### src/rtl/led_pkg.sv
// Shared constants, the blink phase type and parameter-derived divider helpers
// for the LED PWM driver.
package led_pkg;

    localparam int unsigned PWM_BITS = 4;
    localparam int unsigned LED_W    = 16;
    localparam int unsigned SLOTS    = 1 << PWM_BITS;

    typedef enum logic {PH_ON, PH_OFF} blink_phase_t;

    // Clock cycles per PWM slot.
    function automatic int unsigned calc_presc(input int unsigned clk_hz, input int unsigned pwm_hz);
        return clk_hz / (pwm_hz * SLOTS);
    endfunction

    // PWM frames per blink half-period.
    function automatic int unsigned calc_half(input int unsigned pwm_hz, input int unsigned blink_hz);
        return pwm_hz / (2 * blink_hz);
    endfunction

endpackage

### src/rtl/led_pwm_driver_tick_gen.sv
// Free-running prescaler; tick is high for the one cycle in which the count
// has just wrapped back to zero.
module tick_gen #(
    parameter int unsigned DIV = 625
) (
    input  logic clk_i,
    input  logic reset_i,
    output logic tick
);

    localparam int unsigned    CW   = $clog2(DIV);
    localparam logic [CW-1:0]  LAST = CW'(DIV - 1);

    logic [CW-1:0] cnt;

    always_ff @(posedge clk_i) begin
        if (!reset_i) begin
            cnt  <= '0;
            tick <= 1'b0;
        end else if (cnt == LAST) begin
            cnt  <= '0;
            tick <= 1'b1;
        end else begin
            cnt  <= CW'(cnt + 1);
            tick <= 1'b0;
        end
    end

endmodule

### src/rtl/led_pwm_driver.sv
// Drives 16 LEDs from the LED register with global 4-bit PWM dimming and an
// optional blink; pattern, brightness and blink enable are sampled per frame.
module led_pwm_driver
    import led_pkg::*;
#(
    parameter int unsigned CLK_HZ   = 10_000_000,
    parameter int unsigned PWM_HZ   = 1000,
    parameter int unsigned BLINK_HZ = 2
) (
    input  logic                clk_i,
    input  logic                reset_i,
    input  logic [LED_W-1:0]    leds_reg_i,
    input  logic [PWM_BITS-1:0] brightness_i,
    input  logic                blink_en_i,
    output logic [LED_W-1:0]    leds_o,
    output logic                frame_o
);

    localparam int unsigned   PRESC      = calc_presc(CLK_HZ, PWM_HZ);
    localparam int unsigned   HALF       = calc_half(PWM_HZ, BLINK_HZ);
    localparam int unsigned   FW         = (HALF > 1) ? $clog2(HALF) : 1;
    localparam logic [FW-1:0] FRAME_LAST = FW'(HALF - 1);

    if (PRESC < 2) begin : g_presc_chk
        $error("led_pwm_driver: PRESC must be at least 2");
    end
    if (HALF < 1) begin : g_half_chk
        $error("led_pwm_driver: HALF must be at least 1");
    end

    logic                tick;
    logic                first_q;
    logic                blink_q;
    logic [PWM_BITS-1:0] pwm_cnt,    pwm_n;
    logic [FW-1:0]       frame_cnt,  fcnt_n;
    logic [LED_W-1:0]    shadow_pat, pat_n;
    logic [PWM_BITS-1:0] shadow_bri, bri_n;
    blink_phase_t        phase,      phase_n;
    logic                blink_n;
    logic                boundary;
    logic                led_on;
    logic [LED_W-1:0]    leds_n;

    tick_gen #(.DIV(PRESC)) u_tick_gen (
        .clk_i   (clk_i),
        .reset_i (reset_i),
        .tick    (tick)
    );

    assign boundary = reset_i & (first_q | (tick & (pwm_cnt == '1)));
    assign frame_o  = boundary;

    // Outputs are computed from next-state values so a pattern captured at a
    // boundary shows up on leds_o in the very next cycle.
    always_comb begin
        pwm_n   = tick ? pwm_cnt + 4'd1 : pwm_cnt;
        pat_n   = shadow_pat;
        bri_n   = shadow_bri;
        phase_n = phase;
        fcnt_n  = frame_cnt;
        blink_n = blink_q;
        if (boundary) begin
            pat_n   = leds_reg_i;
            bri_n   = brightness_i;
            blink_n = blink_en_i;
            if (!blink_en_i) begin
                fcnt_n  = '0;
                phase_n = PH_ON;
            end else if (blink_q) begin
                // Only frames that were themselves blink frames advance the
                // count, so the first blink frame is ON frame 0.
                if (frame_cnt == FRAME_LAST) begin
                    fcnt_n  = '0;
                    phase_n = (phase == PH_ON) ? PH_OFF : PH_ON;
                end else begin
                    fcnt_n = FW'(frame_cnt + 1);
                end
            end
        end
        led_on = ((bri_n == '1) || (pwm_n < bri_n)) && (phase_n == PH_ON);
        leds_n = pat_n & {LED_W{led_on}};
    end

    always_ff @(posedge clk_i) begin
        if (!reset_i) begin
            first_q    <= 1'b1;
            blink_q    <= 1'b0;
            pwm_cnt    <= '0;
            frame_cnt  <= '0;
            shadow_pat <= '0;
            shadow_bri <= '0;
            phase      <= PH_ON;
            leds_o     <= '0;
        end else begin
            first_q    <= 1'b0;
            blink_q    <= blink_n;
            pwm_cnt    <= pwm_n;
            frame_cnt  <= fcnt_n;
            shadow_pat <= pat_n;
            shadow_bri <= bri_n;
            phase      <= phase_n;
            leds_o     <= leds_n;
        end
    end

endmodule
### config.mk
export PLATFORM = sky130hd
export DESIGN_NAME = led_pwm_driver
export DESIGN_NICKNAME = d
export VERILOG_FILES = /design/src/rtl/led_pkg.sv /design/src/rtl/led_pwm_driver_tick_gen.sv /design/src/rtl/led_pwm_driver.sv
export SDC_FILE = /design/constraint.sdc
export NUM_CORES = 1
export LEC_CHECK = 0
export ABC_AREA = 1
export ABC_CLOCK_PERIOD_IN_PS = 2690
export CORE_MARGIN = 4
export CORE_UTILIZATION = 54
export CTS_BUF_LIST = sky130_fd_sc_hd__clkbuf_8
export DETAILED_ROUTE_END_ITERATION = 16
export GPL_TIMING_DRIVEN = 0
export PLACE_DENSITY = 0.79
export RECOVER_POWER = 25
export SLEW_MARGIN = 20
export SYNTH_ARGS = -nofsm -noshare
export SYNTH_HDL_FRONTEND = slang
export SYNTH_SLANG_ARGS = --single-unit
### constraint.sdc
create_clock -name clk_i -period 2.69 [get_ports clk_i]
set_input_delay 0.6725 -clock clk_i [delete_from_list [all_inputs] [get_ports clk_i]]
set_output_delay 0.6725 -clock clk_i [all_outputs]
set_load 0.02 [all_outputs]
Yosys cells after proc, flatten, opt, wreduce, memory -nomap -nowiden
Index checks and enable logic that the tools add are counted.
{"block": "op_classes", "n_bitwise": 6, "div_mod_pow": 0, "n_reduce_logical": 4, "n_mux": 13, "add_sub_neg": 3, "n_eq_ne": 5, "n_lt_le_gt_ge": 1, "mul": 0, "shift": 0}
{"operator": "two-way mux 8 bit", "n": 3}
{"operator": "AND 16 bit", "n": 1}
{"operator": "two-way mux 16 bit", "n": 1}
{"operator": "adder 10 x 1 -> 10 bit, second input constant", "n": 1}
{"operator": "equality test 10 bit, second input constant", "n": 1}
{"operator": "adder 8 x 1 -> 8 bit, second input constant", "n": 1}
{"operator": "equality test 4 bit, second input constant", "n": 2}
{"operator": "equality test 8 bit, second input constant", "n": 1}
{"operator": "two-way mux 4 bit", "n": 2}
{"operator": "two-way mux 1 bit", "n": 7}
{"operator": "adder 4 x 1 -> 4 bit, second input constant", "n": 1}
{"operator": "< comparator 4 bit", "n": 1}
{"operator": "AND 1 bit", "n": 2}
{"operator": "!= test 2 x 1 -> 1 bit, second input constant", "n": 1}
{"operator": "NOT 1 bit", "n": 2}
{"operator": "AND reduction 2 bit", "n": 1}
{"operator": "OR reduction 2 bit", "n": 1}
{"operator": "logical AND 1 bit", "n": 1}
{"operator": "logical OR 1 bit", "n": 1}
{"operator": "bitwise OR 1 bit", "n": 1}
{"block": "totals", "latchBits": 0, "elab_cells": 42, "rom_bits": 0, "input_bits": 23, "ff_bits": 62, "ramBits": 0, "mem_count": 0}

Longest topological paths before layout
{"block": "logic_depth", "ltp_word": 9, "mapped_depth": 15, "depth_no_buf": 14}

Cells and area by module
From an unflattened synthesis, not the netlist that was laid out.
{"block": "hier_totals", "cells_unflattened": 314, "hier_area_um2": 2514.9}
{"mod": "led_pwm_driver", "area_per_inst_um2": 1988.2, "cells_each": 245, "seq_area_each_um2": 1021.0, "instances": 1}
{"mod": "tick_gen", "area_per_inst_um2": 526.8, "cells_each": 69, "seq_area_each_um2": 220.2, "instances": 1}

Least setup slack after synthesis
Ideal clock, no wire load.
{"block": "synth_timing", "kind": "input-to-reg", "from": "input reset_i", "to": "register leds_o[1]", "t_arrival_ns": 2.012, "cell_stages": 11, "path_slack_ns": 0.615, "required_time_ns": 2.626, "path_cell_list": "buf_2 -> nand2_2 -> or2_0 -> o21ai_2 -> ha_1 -> a21oi_1 -> nand2_1 -> nand2_1 -> nand2_2 -> buf_6 -> nor2_1"}
{"block": "synth_between", "elab_chain_cells": 6}
{"element": "start, declared", "line": "led_pwm_driver.sv:11", "source": "input logic reset_i,"}
{"element": "AND 1 bit", "line": "led_pwm_driver.sv:50", "source": "assign boundary = reset_i & (first_q | (tick & (pwm_cnt == '1)));"}
{"element": "two-way mux 4 bit", "line": "led_pwm_driver.sv:62", "source": "if (boundary) begin"}
{"element": "< comparator 4 bit or equality test 4 bit (tied branches)", "line": "led_pwm_driver.sv:80", "source": "led_on = ((bri_n == '1) || (pwm_n < bri_n)) && (phase_n == PH_ON);"}
{"element": "logical OR 1 bit", "line": "led_pwm_driver.sv:80"}
{"element": "logical AND 1 bit", "line": "led_pwm_driver.sv:80"}
{"element": "AND 16 bit", "line": "led_pwm_driver.sv:81", "source": "leds_n = pat_n & {LED_W{led_on}};"}
{"element": "end signal, assigned", "line": "led_pwm_driver.sv:102", "source": "leds_o <= leds_n;"}
{"element": "end, declared", "line": "led_pwm_driver.sv:15", "source": "output logic [LED_W-1:0] leds_o,"}
Several ways; a longest one is shown, not always the timed one.
A chain may end at the register's enable or synchronous reset.

Worst setup path after layout
{"block": "layout_timing", "from": "register pwm_cnt[0]", "to": "output frame_o"}
{"block": "layout_between", "elab_chain_cells": 4}
{"element": "start, declared", "line": "led_pwm_driver.sv:34", "source": "logic [PWM_BITS-1:0] pwm_cnt, pwm_n;"}
{"element": "start signal, assigned", "line": "led_pwm_driver.sv:97", "source": "pwm_cnt <= pwm_n;"}
{"element": "equality test 4 bit", "line": "led_pwm_driver.sv:50"}
{"element": "AND 1 bit", "line": "led_pwm_driver.sv:50"}
{"element": "bitwise OR 1 bit", "line": "led_pwm_driver.sv:50"}
{"element": "AND 1 bit", "line": "led_pwm_driver.sv:50"}
{"element": "end, declared", "line": "led_pwm_driver.sv:16", "source": "output logic frame_o"}
No other way between the ends.

==> parameters.txt <==
Parameter                              Value

Clock network
  CTS root buffer    clkbuf_8
  Clock network latency to the later pin of the worst-skew pair    between 300 and 400 ps
  Number of setup buffers added after CTS    0
  CTS Hold Buffers Added    0
  Count of H-tree levels built during CTS    3
  Maximum clock insertion buffer count    2
  Clock tree from TritonCTS    yes
  Worst-path clk slew    around 70 ps
  Num Clock Sinks    62
  Number of clock buffers inserted by TritonCTS    9

Critical path
  Critical-path maximum fanout    9
  Category of the worst setup path launch point    flip-flop
  Data required time of the worst path    ~2000 ps
  Sort of element at the end of the critical path    output pin
  Endpoint arrival time on the critical path    1800 ps
  Path type of the worst setup path    reg -> out

STA
  Relative slew slack    between 70% and 80%
  Min Hold Slack    ~470 ps
  Setup repair after global routing missed its margin    no
  Count of final hold-check violations    0
  Slew at the pin closest to its max-slew limit    ~440 ps
  Final-report max-slew violation count    0
  Number of setup violations in the final report    0
  Final period utilization    roughly nine tenths
  Setup Skew    9.38 ps
  Accumulated negative setup slack    0 ps
  Setup WS post-layout    ~220 ps
  FMAX    approximately 410 MHz
  Crit path time final    2470 ps

Drt
  Initial DRC count    81
  Post-Route WL    4.63 mm
  Vias post-DR    2007
  Final routed wire length divided by cell count    about 11 um
  Avg Vias per Cell    slightly below 5
  Detailed-route DRC error count    0
  TritonRoute pass-1 iters    4
  Antenna Nets Post-Route    0

Flow run
  Number of violations of the max-capacitance limit    0

Floorplanning
  Std cell rows    24
  Starting Density    55.7%
  Die area    0.00562 mm^2
  I/O pin total    40
  Height of the die    approximately 75 um
  Die boundary width    75.0 um
  Core outline area    ~0.0044 mm^2

Logic synthesis
  Share of synthesized registers carrying an async set or reset    0%
  Leading post-synthesis cells by cell area    dfxtp_1 (51%), nor2_1 (12%), inv_1 (6.4%), nand2_1 (5.9%), ha_1 (4.1%)
  Top cell type's share of synthesized area    about half
  Synthesized Nets    340
  Count of distinct cell types in the synthesized netlist    30
  Number of synthesized flops with an enable pin    0
  Post-synthesis instance area    around 0.0024 mm^2
  Synthesized area per cell    ~7.8 um^2
  Seq/Total Area, Yosys    roughly half
  Mapped Cells    a little over 300
  Post-synth top area cell    dfxtp_1
  Most frequently used cell type in the post-synthesis netlist    nor2_1
  Primary FF master, synth    dfxtp_1
  Register bit total from synthesis    62
  Most numerous cell types in the synthesized netlist    nor2_1 (77), dfxtp_1 (62), inv_1 (41)
  Ys Warns    0

Place
  Port Buf Inserts    38
  Total half-perimeter wirelength after legalization and detailed placement    3.31 mm
  Placement Setup Slack    279 ps
  Final weighted congestion in routability-driven placement    between 0.7 and 0.8

Finish
  Filler cell count in the final layout    roughly 360
  Final antenna diode count    0
  Final net count    ~390
  Relative area change from synthesis to final layout    26.2%
  Fraction of final layout cells sized beyond drive strength 1    a little under 9%

GRT
  Number of antenna violations at the first check in global routing    0
  Number of global-route vias before repair    between 1.5k and 2k
  Largest net degree at the start of global routing    13
  Global-route congestion overflow total    0
  Global-route total usage across every layer    18.0%
  Global-route wire length before repair    7.58 mm

Pwr
  Switching part of the total    about a quarter
  Portion of total power attributed to sequential cells    just under 50%
  Pwr Density    around 660 mW/mm^2
  Clock network fraction of design power    between 40% and 50%
  Leakage power figure    0.00131 uW
  Switching component of the power    ~520 uW
  Peak supply drop    between 500 and 600 uV
  Internal power component    roughly 1500 uW
  Share of power burned in combinational logic    between 10% and 20%

Status
  Run status    complete, no violations

Min path
  Class of the worst hold path    reg -> reg
-- repair_timing --
item	4_1_cts	5_1_grt
endpoints found under the setup margin	1	0
gates resized for setup	1	0
endpoints found under the hold margin	0	0
-- per-stage QoR --
stage	std cells	util, %	total power [uW]	area (um^2)
2_1_floorplan	309	-	1130	2420
3_3_place_gp	399	65.9	1230	2870
3_5_place_dp	399	65.9	1230	2870
4_1_cts	415	70.4	2040	3070
5_1_grt	415	70.3	2100	3060
6_report	415	70.3	2020	3060
-- cells by family after synthesis --
family,after synthesis,synth area share (%)
compound gates,39,9.40
xor+xnor,6,2.17
fa+ha+maj,8,4.13
buf+inv,50,8.42
flops,62,51.2
simple gates,144,24.7
-- path summary, 6_finish.rpt --
path	start	cells after the start	end	slack (ps)
setup / recovery	pwm_cnt[0]$_SDFF_PN0_	6	frame_o	220
hold / removal	frame_cnt[4]$_SDFFE_PN0P_	1	frame_cnt[4]$_SDFFE_PN0P_	470
setup reg to reg	pwm_cnt[0]$_SDFF_PN0_	13	leds_o[5]$_SDFF_PN0_	410
hold reg to reg	frame_cnt[4]$_SDFFE_PN0P_	1	frame_cnt[4]$_SDFFE_PN0P_	470
-- critical path: stages (launching register included) --
cell and delay, ps:
dfxtp_1 370, ha_1 180, nand2_2 80, o21ai_2 160, nand2_1 160, inv_4 170, dlygate4sd2_1 350
-- registers in the layout (all words and copies together) (netlist names) --
signal / cells
frame_cnt: 8
first_q: 1
u_tick_gen.tick: 1
u_tick_gen.cnt: 10
phase: 1
shadow_bri: 4
leds_o: 16
pwm_cnt: 4
shadow_pat: 16
blink_q: 1
-- placed cells by master, fill, tap and decap left out, drive strengths merged --
cell,instances
a211oi,1
a21oi,11
a31o,1
a31oi,2
buf,2
bufinv,1
clkbuf,14
clkdlybuf4s50,37
clkinv,3
clkinvlp,3
dfxtp,62
dlygate4sd2,1
ha,8
inv,43
nand2,41
nand3,6
nand4,4
nor2,77
nor3,7
nor3b,1
nor4,1
o21a,2
o21ai,22
or2,7
xnor2,3
xor2,3
-- power by group through the flow --
| stage | Sequential [uW] | Combinational [uW] | Clock, uW |
|---|---|---|---|
| 6_report | 986 | 224 | 811 |
| 3_3_place_gp | 1000 | 223 | 0 |
| 5_1_grt | 990 | 252 | 859 |
| 3_5_place_dp | 1010 | 227 | 0 |
| 4_1_cts | 986 | 229 | 822 |
| 2_1_floorplan | 1030 | 104 | 0 |
-- area by class of cell --
| type | count | area [um^2] | area share (%) |
|---|---|---|---|
| Sequential cell | 62 | 1240 | 40.6 |
| Buffer | 7 | 35.0 | 1.15 |
| Inverter | 43 | 164 | 5.36 |
| Clock inverter | 7 | 75.1 | 2.45 |
| Timing Repair Buffer | 38 | 379 | 12.4 |
| Clock buffer | 9 | 124 | 4.05 |
| Tap cell | 52 | 65.1 | 2.13 |
| Multi-Input combinational cell | 197 | 976 | 31.9 |
-- metal layers --
layer	wire length [um]	track usage, %
met1	2110	20.4
met3	271	5.61
met4	123	11.9
met5	0	0
met2	2120	29.2
(Power assumes the default switching activity.)
